[src/rtl/axis_unpack_pkg.sv]
// axis_unpack_pkg: shared helpers for the AXI-Stream word unpacker.
package axis_unpack_pkg;
    localparam int STAT_W    = 32;
    localparam int MAX_LANES = 64;

    function automatic logic [MAX_LANES-1:0] onehot_lsb(input logic [MAX_LANES-1:0] m);
        return m & (~m + MAX_LANES'(1));
    endfunction

    function automatic logic is_single(input logic [MAX_LANES-1:0] m);
        return (m != '0) && ((m & (m - MAX_LANES'(1))) == '0);
    endfunction
endpackage

[src/rtl/lsb_lane_select.sv]
// lsb_lane_select: picks the word at the lowest set bit of a lane mask.
module lsb_lane_select
    import axis_unpack_pkg::*;
#(
    parameter int WORD_W = 8,
    parameter int LANES  = 4
) (
    input  logic [LANES-1:0]        rem_i,
    input  logic [LANES*WORD_W-1:0] data_i,
    output logic [WORD_W-1:0]       word_o,
    output logic [LANES-1:0]        onehot_o,
    output logic                    single_o
);
    logic [MAX_LANES-1:0] rem_x;

    assign rem_x    = MAX_LANES'(rem_i);
    assign onehot_o = LANES'(onehot_lsb(rem_x));
    assign single_o = is_single(rem_x);

    always_comb begin
        word_o = '0;
        for (int i = 0; i < LANES; i++)
            word_o = word_o | (onehot_o[i] ? data_i[i*WORD_W +: WORD_W] : '0);
    end
endmodule

[src/rtl/axis_word_unpacker.sv]
// axis_word_unpacker: wide AXIS beats to one word per cycle, null lanes removed.
// Optional AXIS_WORD_UNPACKER_STATS_EN adds saturating word/packet counters.
module axis_word_unpacker
    import axis_unpack_pkg::*;
#(
    parameter int WORD_W = 8,
    parameter int BUS_W  = 32
) (
    input  logic                             clk,
    input  logic                             rst,
    input  logic                             s_valid,
    output logic                             s_ready,
    input  logic [BUS_W-1:0]                 s_data,
    input  logic [BUS_W/WORD_W-1:0]          s_keep,
    input  logic                             s_last,
    output logic                             m_valid,
    input  logic                             m_ready,
    output logic [WORD_W-1:0]                m_data,
    output logic                             m_last,
    output logic                             err_null_last
`ifdef AXIS_WORD_UNPACKER_STATS_EN
    ,
    output logic [STAT_W-1:0]                stat_words,
    output logic [STAT_W-1:0]                stat_pkts
`endif
);
    localparam int WORDS_PER_BEAT = BUS_W / WORD_W;

    logic [BUS_W-1:0]          data_q;
    logic [WORDS_PER_BEAT-1:0] rem_q;
    logic                      last_q;
    logic                      busy_q;
    logic                      err_q;
    logic [WORDS_PER_BEAT-1:0] onehot;
    logic [WORD_W-1:0]         word;
    logic                      single;
    logic                      accept;
    logic                      take;

    lsb_lane_select #(.WORD_W(WORD_W), .LANES(WORDS_PER_BEAT)) u_sel (
        .rem_i   (rem_q),
        .data_i  (data_q),
        .word_o  (word),
        .onehot_o(onehot),
        .single_o(single)
    );

    assign s_ready       = !busy_q || (m_ready && single);
    assign m_valid       = busy_q;
    assign m_data        = word;
    assign m_last        = busy_q && last_q && single;
    assign err_null_last = err_q;
    assign accept        = s_valid && s_ready;
    assign take          = busy_q && m_ready;

    always_ff @(posedge clk) begin
        if (rst) begin
            data_q <= '0;
            rem_q  <= '0;
            last_q <= 1'b0;
            busy_q <= 1'b0;
            err_q  <= 1'b0;
        end else begin
            err_q <= accept && (s_keep == '0) && s_last;
            if (accept && (s_keep != '0)) begin
                data_q <= s_data;
                rem_q  <= s_keep;
                last_q <= s_last;
                busy_q <= 1'b1;
            end else if (accept && s_last) begin
                // an empty closing beat still has to mark the packet end downstream
                data_q <= '0;
                rem_q  <= WORDS_PER_BEAT'(1);
                last_q <= 1'b1;
                busy_q <= 1'b1;
            end else if (accept) begin
                rem_q  <= '0;
                busy_q <= 1'b0;
            end else if (take) begin
                rem_q  <= rem_q & ~onehot;
                busy_q <= !single;
            end
        end
    end

`ifdef AXIS_WORD_UNPACKER_STATS_EN
    logic [STAT_W-1:0] words_q;
    logic [STAT_W-1:0] pkts_q;

    always_ff @(posedge clk) begin
        if (rst) begin
            words_q <= '0;
            pkts_q  <= '0;
        end else begin
            if (take && !(&words_q))
                words_q <= words_q + STAT_W'(1);
            if (take && m_last && !(&pkts_q))
                pkts_q <= pkts_q + STAT_W'(1);
        end
    end

    assign stat_words = words_q;
    assign stat_pkts  = pkts_q;
`endif
endmodule

[config.mk]
export PLATFORM = sky130hd
export DESIGN_NAME = axis_word_unpacker
export DESIGN_NICKNAME = d
export VERILOG_FILES = /design/src/rtl/axis_unpack_pkg.sv /design/src/rtl/lsb_lane_select.sv /design/src/rtl/axis_word_unpacker.sv
export SDC_FILE = /design/constraint.sdc
export NUM_CORES = 1
export LEC_CHECK = 0
export BUFFER_PORTS_ARGS = -buffer_cell sky130_fd_sc_hd__buf_4
export CAP_MARGIN = 5
export CORE_MARGIN = 8
export CORE_UTILIZATION = 40
export CTS_BUF_LIST = sky130_fd_sc_hd__clkbuf_16
export DETAILED_ROUTE_END_ITERATION = 8
export PLACE_DENSITY = 0.73
export SLEW_MARGIN = 20
export SYNTH_ARGS = -nofsm -noshare
export SYNTH_HDL_FRONTEND = slang
export SYNTH_SLANG_ARGS = --single-unit
export TNS_END_PERCENT = 5
[constraint.sdc]
create_clock -name clk -period 4.9 [get_ports clk]
set_input_delay 0.245 -clock clk [delete_from_list [all_inputs] [get_ports clk]]
set_output_delay 0.245 -clock clk [all_outputs]
set_load 0.01 [all_outputs]
==> flow_summary.yaml, run 1 <==
logic_synthesis:
  yosysWarnings: 0
  synth.distinct_cells: 31
  synthFlopType: "dfxtp_1"
  syn_nets: 206
  synth.area.top_cells: "dfxtp_1 47%, a22o_1 17%, a221o_1 4.8%, nor2_1 4.8%, a21oi_1 3.3%"
  ys_seq_area_frac: 0.473
  synthTopCellsByCount: "39 x dfxtp_1, 32 x a22o_1, 21 x nor2_1, 12 x nand2_1, 11 x a21oi_1"
  synth_area_per_cell_um2: 10.0
  synth_area_um2: 1650
  synthArstFlopShare: 0
  post-synth-top-count-cell: "dfxtp_1"
  synth_top_area_cell: "dfxtp_1"
  syn-instance-count: 165
  synth_top_area_frac: 0.473
  ys_seq_elements: 39
  synth_edf_count: 0
sta:
  rsz0062_at_grt: "no"
  setup_slack_ns: 2.30
  period_share: 0.530
  finalSetupViolCount: 0
  final_max_slew_viol_count: 0
  worstMarginPinSlew_ns: 0.737
  max_freq_ghz: 0.385
  fin_hold_ws_ns: 0.170
  min_period_ns: 2.60
  fin_setup_tns_ns: 0
  final_hold_viol_count: 0
  slew_headroom: 0.508
  skew_ns: 0.00359
die:
  pin_count: 53
  start_util: 0.413
  rows: 23
  die_h_um: 80.3
  core_area_um2: 4000
  dieWidth_um: 80.3
  die_area_um2: 6440
placed_design:
  place_ws_ns: 2.09
  dp_hpwl_um: 2850
  portBuffers: 52
  gp_congestion: 0.776
global_route:
  grt_overflow: 0
  antenna_found_initial: 0
  grt_max_degree: 33
  grt_pass1_wl_um: 6600
  grt_usage: 0.131
  grt_pass1_vias: 1465
cts:
  post-cts-setup-buffers: 0
  clkLatencyLatePin_ns: 0.28
  cts_tree: "built"
  cts-hold-fix-buffers: 0
  numCtsBuffers: 5
  cts_buffer_depth: 2
  cts_resized: 0
  clkTransAtPathRegs_ns: 0.06
  clock_sinks: 39
  htreeDepth: 2
  cts.root.buffer_cell: "clkbuf_16"
worst_hold_path:
  hold_path_class: "in -> reg"
  hp-start: "s_data[23]"
worst_setup_path:
  cp-startpoint: "rem_q[0]$_SDFFE_PP0P_"
  crit_path_top_delay_cell: "dfxtp_1"
  worstPathRequired_ns: 5.13
  cpPeakStageDelay_ns: 0.80
  worstPathMaxFanout: 24
  timing.rr.start: "rem_q[0]$_SDFFE_PP0P_"
  cp_data_arrival_time_ns: 2.82
  criticalPathCategory: "reg -> reg"
  startpoint_type: "flop"
  endpoint_kind: "flop"
  path_cells: "nor4b_2 -> o21ai_1 -> a31o_1 -> nor3_4 -> buf_8 -> a22o_1"
route:
  drc: 0
  viasPerCell: 5.24
  vias: 1389
  firstDrtPassIters: 4
  drt_iter0_drc: 102
  wl_um: 4010
  ant_nets: 0
  wire_per_inst_um: 15.1
cells_and_area:
  diodes: 0
  num-nets-final: 255
  n_fill_cell: 396
  drive_gt1_frac: 0.321
  areaGrowthSynthToFinish_pct: 32.6
job:
  max_cap_violations: 0
power:
  vdd_drop_max_mv: 0.187
  power.density_nw_per_um2: 357
  cellLeakagePower_nw: 0.964
run_status:
  status: "finished, final reports clean"
==> cells by family (layout without fill, tap and decap cells) <==
group,count (synthesis),in the layout,synth area share
multiplexers,3,3,0.0182
AND/OR/NAND/NOR,43,43,0.133
AO/OA/AOI/OAI,63,63,0.309
flip-flops,39,39,0.473
buffers and inverters,16,66,0.0614
XOR/XNOR,1,1,0.00530
==> registers in the layout, summed over array words and instances (netlist names) <==
register	cells
data_q	32
rem_q	4
err_null_last	1
last_q	1
m_valid	1
==> layout by cell type (no fill, tap or decap) <==
| cell type | count |
|---|---|
| o21ai_0 | 2 |
| nor3_1 | 1 |
| o41a_1 | 1 |
| clkbuf_16 | 5 |
| nand3_1 | 2 |
| buf_8 | 1 |
| nand3b_1 | 1 |
| clkinv_2 | 1 |
| o21a_1 | 1 |
| a211oi_1 | 2 |
| a221o_1 | 8 |
| buf_4 | 54 |
| a22oi_1 | 1 |
| nor4b_1 | 1 |
| a31o_1 | 1 |
| clkinvlp_4 | 2 |
| o31a_1 | 1 |
| nor4b_2 | 2 |
| a22o_1 | 32 |
| nand2b_1 | 1 |
| nor4_2 | 1 |
| nor2_1 | 21 |
| inv_1 | 3 |
| a21oi_1 | 11 |
| nand2_1 | 12 |
| dfxtp_1 | 39 |
| o21ai_2 | 1 |
| mux2i_1 | 3 |
| a31oi_2 | 1 |
| nor3_4 | 1 |
| xor2_1 | 1 |
| o21ai_1 | 1 |
==> report_power, final <==
group / total, mW / switching [mW] / internal (mW)
registers: 0.364 / 0.0237 / 0.340
clock network: 0.313 / 0.126 / 0.187
logic: 0.104 / 0.0448 / 0.0591
==> final cells by class <==
type | instances | area [µm²] | area share
Clock inverter | 3 | 20.0 | 0.00914
Inverter | 3 | 11.3 | 0.00514
Tap cell | 50 | 62.6 | 0.0286
Multi-Input combinational cell | 110 | 769 | 0.351
Clock buffer | 5 | 125 | 0.0571
Sequential cell | 39 | 781 | 0.357
Timing Repair Buffer | 55 | 420 | 0.192
==> layer usage <==
metal  vias to the layer above  GRT usage  wire length, µm
li1                        720          -                -
met4                         0     0.0764               62
met5                         -          0                0
met2                        40      0.200             1810
met3                         5     0.0368              222
met1                       624      0.161             1920
==> metrics by stage <==
stage,utilization,cell area (µm²),total power [mW],std cells
2_1_floorplan,-,1650,0.430,165
3_3_place_gp,0.507,2030,0.472,256
3_5_place_dp,0.507,2030,0.473,256
4_1_cts,0.544,2170,0.787,264
5_1_grt,0.547,2190,0.812,265
6_report,0.547,2190,0.781,265
==> worst paths after layout <==
check | to | cells after the start | slack, ns
max | data_q[3]$_SDFFE_PP0P_ | 6 | 2.30
min | data_q[23]$_SDFFE_PP0P_ | 2 | 0.17
max reg2reg | data_q[3]$_SDFFE_PP0P_ | 6 | 2.30
min reg2reg | last_q$_SDFFE_PP0P_ | 2 | 0.48
==> worst max-delay path: cells and delay by family (launching register included) <==
family | cells | cell delay [ns]
buffers and inverters | 1 | 0.24
DFF | 1 | 0.80
and+or+nand+nor | 2 | 0.93
AOI/OAI and AO/OA | 3 | 0.57
No activity file was read; power rests on OpenSTA's default activity.
==> inputs of run 2 (changes only) <==
==> constraint.sdc (replaced) <==
create_clock -name clk -period 2.7 [get_ports clk]
set_input_delay 0.135 -clock clk [delete_from_list [all_inputs] [get_ports clk]]
set_output_delay 0.135 -clock clk [all_outputs]
set_load 0.01 [all_outputs]
==> run 2 against run 1 <==
Effect of this change: sequential share of layout area fell by 0.82 points; die area did not move; power rose by 100%; final area rose by 2.3%; core utilization rose by 1.3 points; register-to-register slack got worse by 1.7 ns; critical path depth did not move; clock power rose by 140%.
==> flow_summary.yaml, run 2 (synthesis gave the netlist of run 1 again) <==
sta:
  finalSetupViolCount: 0
  worstMarginPinSlew_ns: 0.517
  final_max_slew_viol_count: 0
  rsz0062_at_grt: "no"
  period_share: 0.796
  slew_headroom: 0.652
  fin_setup_tns_ns: 0
  max_freq_ghz: 0.465
  min_period_ns: 2.15
  setup_slack_ns: 0.551
  final_hold_viol_count: 0
  skew_ns: 0.00276
worst_setup_path:
  crit_path_top_delay_cell: "dfxtp_1"
  worstPathMaxFanout: 32
  criticalPathCategory: "reg -> reg"
  path_cells: "xor2_1 -> a211oi_1 -> o21ai_2 -> a31oi_2 -> buf_4 -> a22o_1"
  critPathBufInv: 1
  endpoint_kind: "flop"
  worstPathRequired_ns: 2.92
  crit_family: "compound AO/OA/AOI/OAI gates"
  startpoint_type: "flop"
  cp_data_arrival_time_ns: 2.37
  cpPeakStageDelay_ns: 0.62
die:
  rows: 23
  die_h_um: 80.3
  die_area_um2: 6440
  start_util: 0.413
  pin_count: 53
  core_area_um2: 4000
  dieWidth_um: 80.3
cts:
  numCtsBuffers: 5
  cts_resized: 0
  clkTransAtPathRegs_ns: 0.05
  post-cts-setup-buffers: 0
  clock_sinks: 39
  cts-hold-fix-buffers: 0
  htreeDepth: 2
  cts_buffer_depth: 2
  cts_tree: "built"
  clkLatencyLatePin_ns: 0.28
  cts.root.buffer_cell: "clkbuf_16"
cells_and_area:
  final_core_util: 0.560
  num-nets-final: 257
  final_common_cell: "buf_4"
  areaGrowthSynthToFinish_pct: 35.7
  drive_gt1_frac: 0.323
  diodes: 0
  largest_reg_flops: 32
  largest-register: "data_q"
  final_cell_mix: "57 x buf_4, 39 x dfxtp_1, 32 x a22o_1, 21 x nor2_1, 12 x nand2_1"
  reg_top3: "data_q x32, rem_q x4"
  n_fill_cell: 384
route:
  drc: 0
  firstDrtPassIters: 4
  drt_iter0_drc: 98
  wire_per_inst_um: 15.2
  ant_nets: 0
  wl_um: 4050
  vias: 1404
  viasPerCell: 5.26
power:
  power_switching_mw: 0.342
  internal_power_mw: 1.25
  seqPwrFrac: 0.410
  vdd_drop_max_mv: 0.434
  power.density_nw_per_um2: 711
  cellLeakagePower_nw: 1.00
  p_comb_frac: 0.125
  pwr-share-clk: 0.465
  netSwitchingFraction: 0.215
global_route:
  antenna_found_initial: 0
  grt_usage: 0.127
  grt_pass1_wl_um: 6450
  grt_pass1_vias: 1411
  grt_max_degree: 33
  grt_overflow: 0
job:
  max_cap_violations: 0
placed_design:
  portBuffers: 52
  gp_congestion: 0.761
  place_ws_ns: 0.541
  dp_hpwl_um: 2960
run_status:
  status: "finished, final reports clean"
worst_hold_path:
  hold_path_class: "in -> reg"
==> run 2: changes by cell type in the layout (fill, tap and decap cells not counted) <==
cell / change
buf_4: +3
clkinv_2: -1
bufinv_16: +2
inv_1: +1
buf_8: -1
clkinvlp_4: -2
==> run 2: area by class of cell <==
type,count,area (µm²),area share
sequential,39,781,0.348
timing repair buffer,57,428,0.191
clock buffer,5,125,0.0558
inverter,3,11.3,0.00503
tap,50,62.6,0.0279
multi-input combinational,110,769,0.343
clock inverter,3,63.8,0.0285
==> run 2: per-layer routing <==
metal,GRT usage,up-vias,wire length (µm)
li1,-,722,-
met1,0.157,639,1890
met2,0.190,36,1790
met3,0.0513,7,299
met4,0.0545,0,67
met5,0,-,0
==> run 2: power groups by stage <==
stage	sequential (mW)	clock [mW]	combinational [mW]
floorplan	0.651	0	0.128
global placement	0.664	0	0.198
detailed placement	0.665	0	0.200
CTS	0.653	0.752	0.202
global route	0.658	0.774	0.218
finish	0.653	0.741	0.200
==> run 2: worst paths after layout <==
check,startpoint,endpoint,slack (ns),cells past startpoint
max,rem_q[2]$_SDFFE_PP0P_,data_q[16]$_SDFFE_PP0P_,0.55,6
min,s_data[13],data_q[13]$_SDFFE_PP0P_,0.06,2
max reg2reg,rem_q[2]$_SDFFE_PP0P_,data_q[16]$_SDFFE_PP0P_,0.55,6
min reg2reg,data_q[16]$_SDFFE_PP0P_,data_q[16]$_SDFFE_PP0P_,0.48,1
==> run 2: through the flow <==
step | cell area, µm² | hold WS [ns] | power [mW] | cells
2_1_floorplan | 1650 | 0.260 | 0.779 | 165
3_3_place_gp | 2050 | 0.344 | 0.862 | 259
3_5_place_dp | 2050 | 0.348 | 0.864 | 259
4_1_cts | 2240 | 0.0584 | 1.61 | 267
5_1_grt | 2240 | 0.0585 | 1.65 | 267
6_report | 2240 | 0.0630 | 1.59 | 267
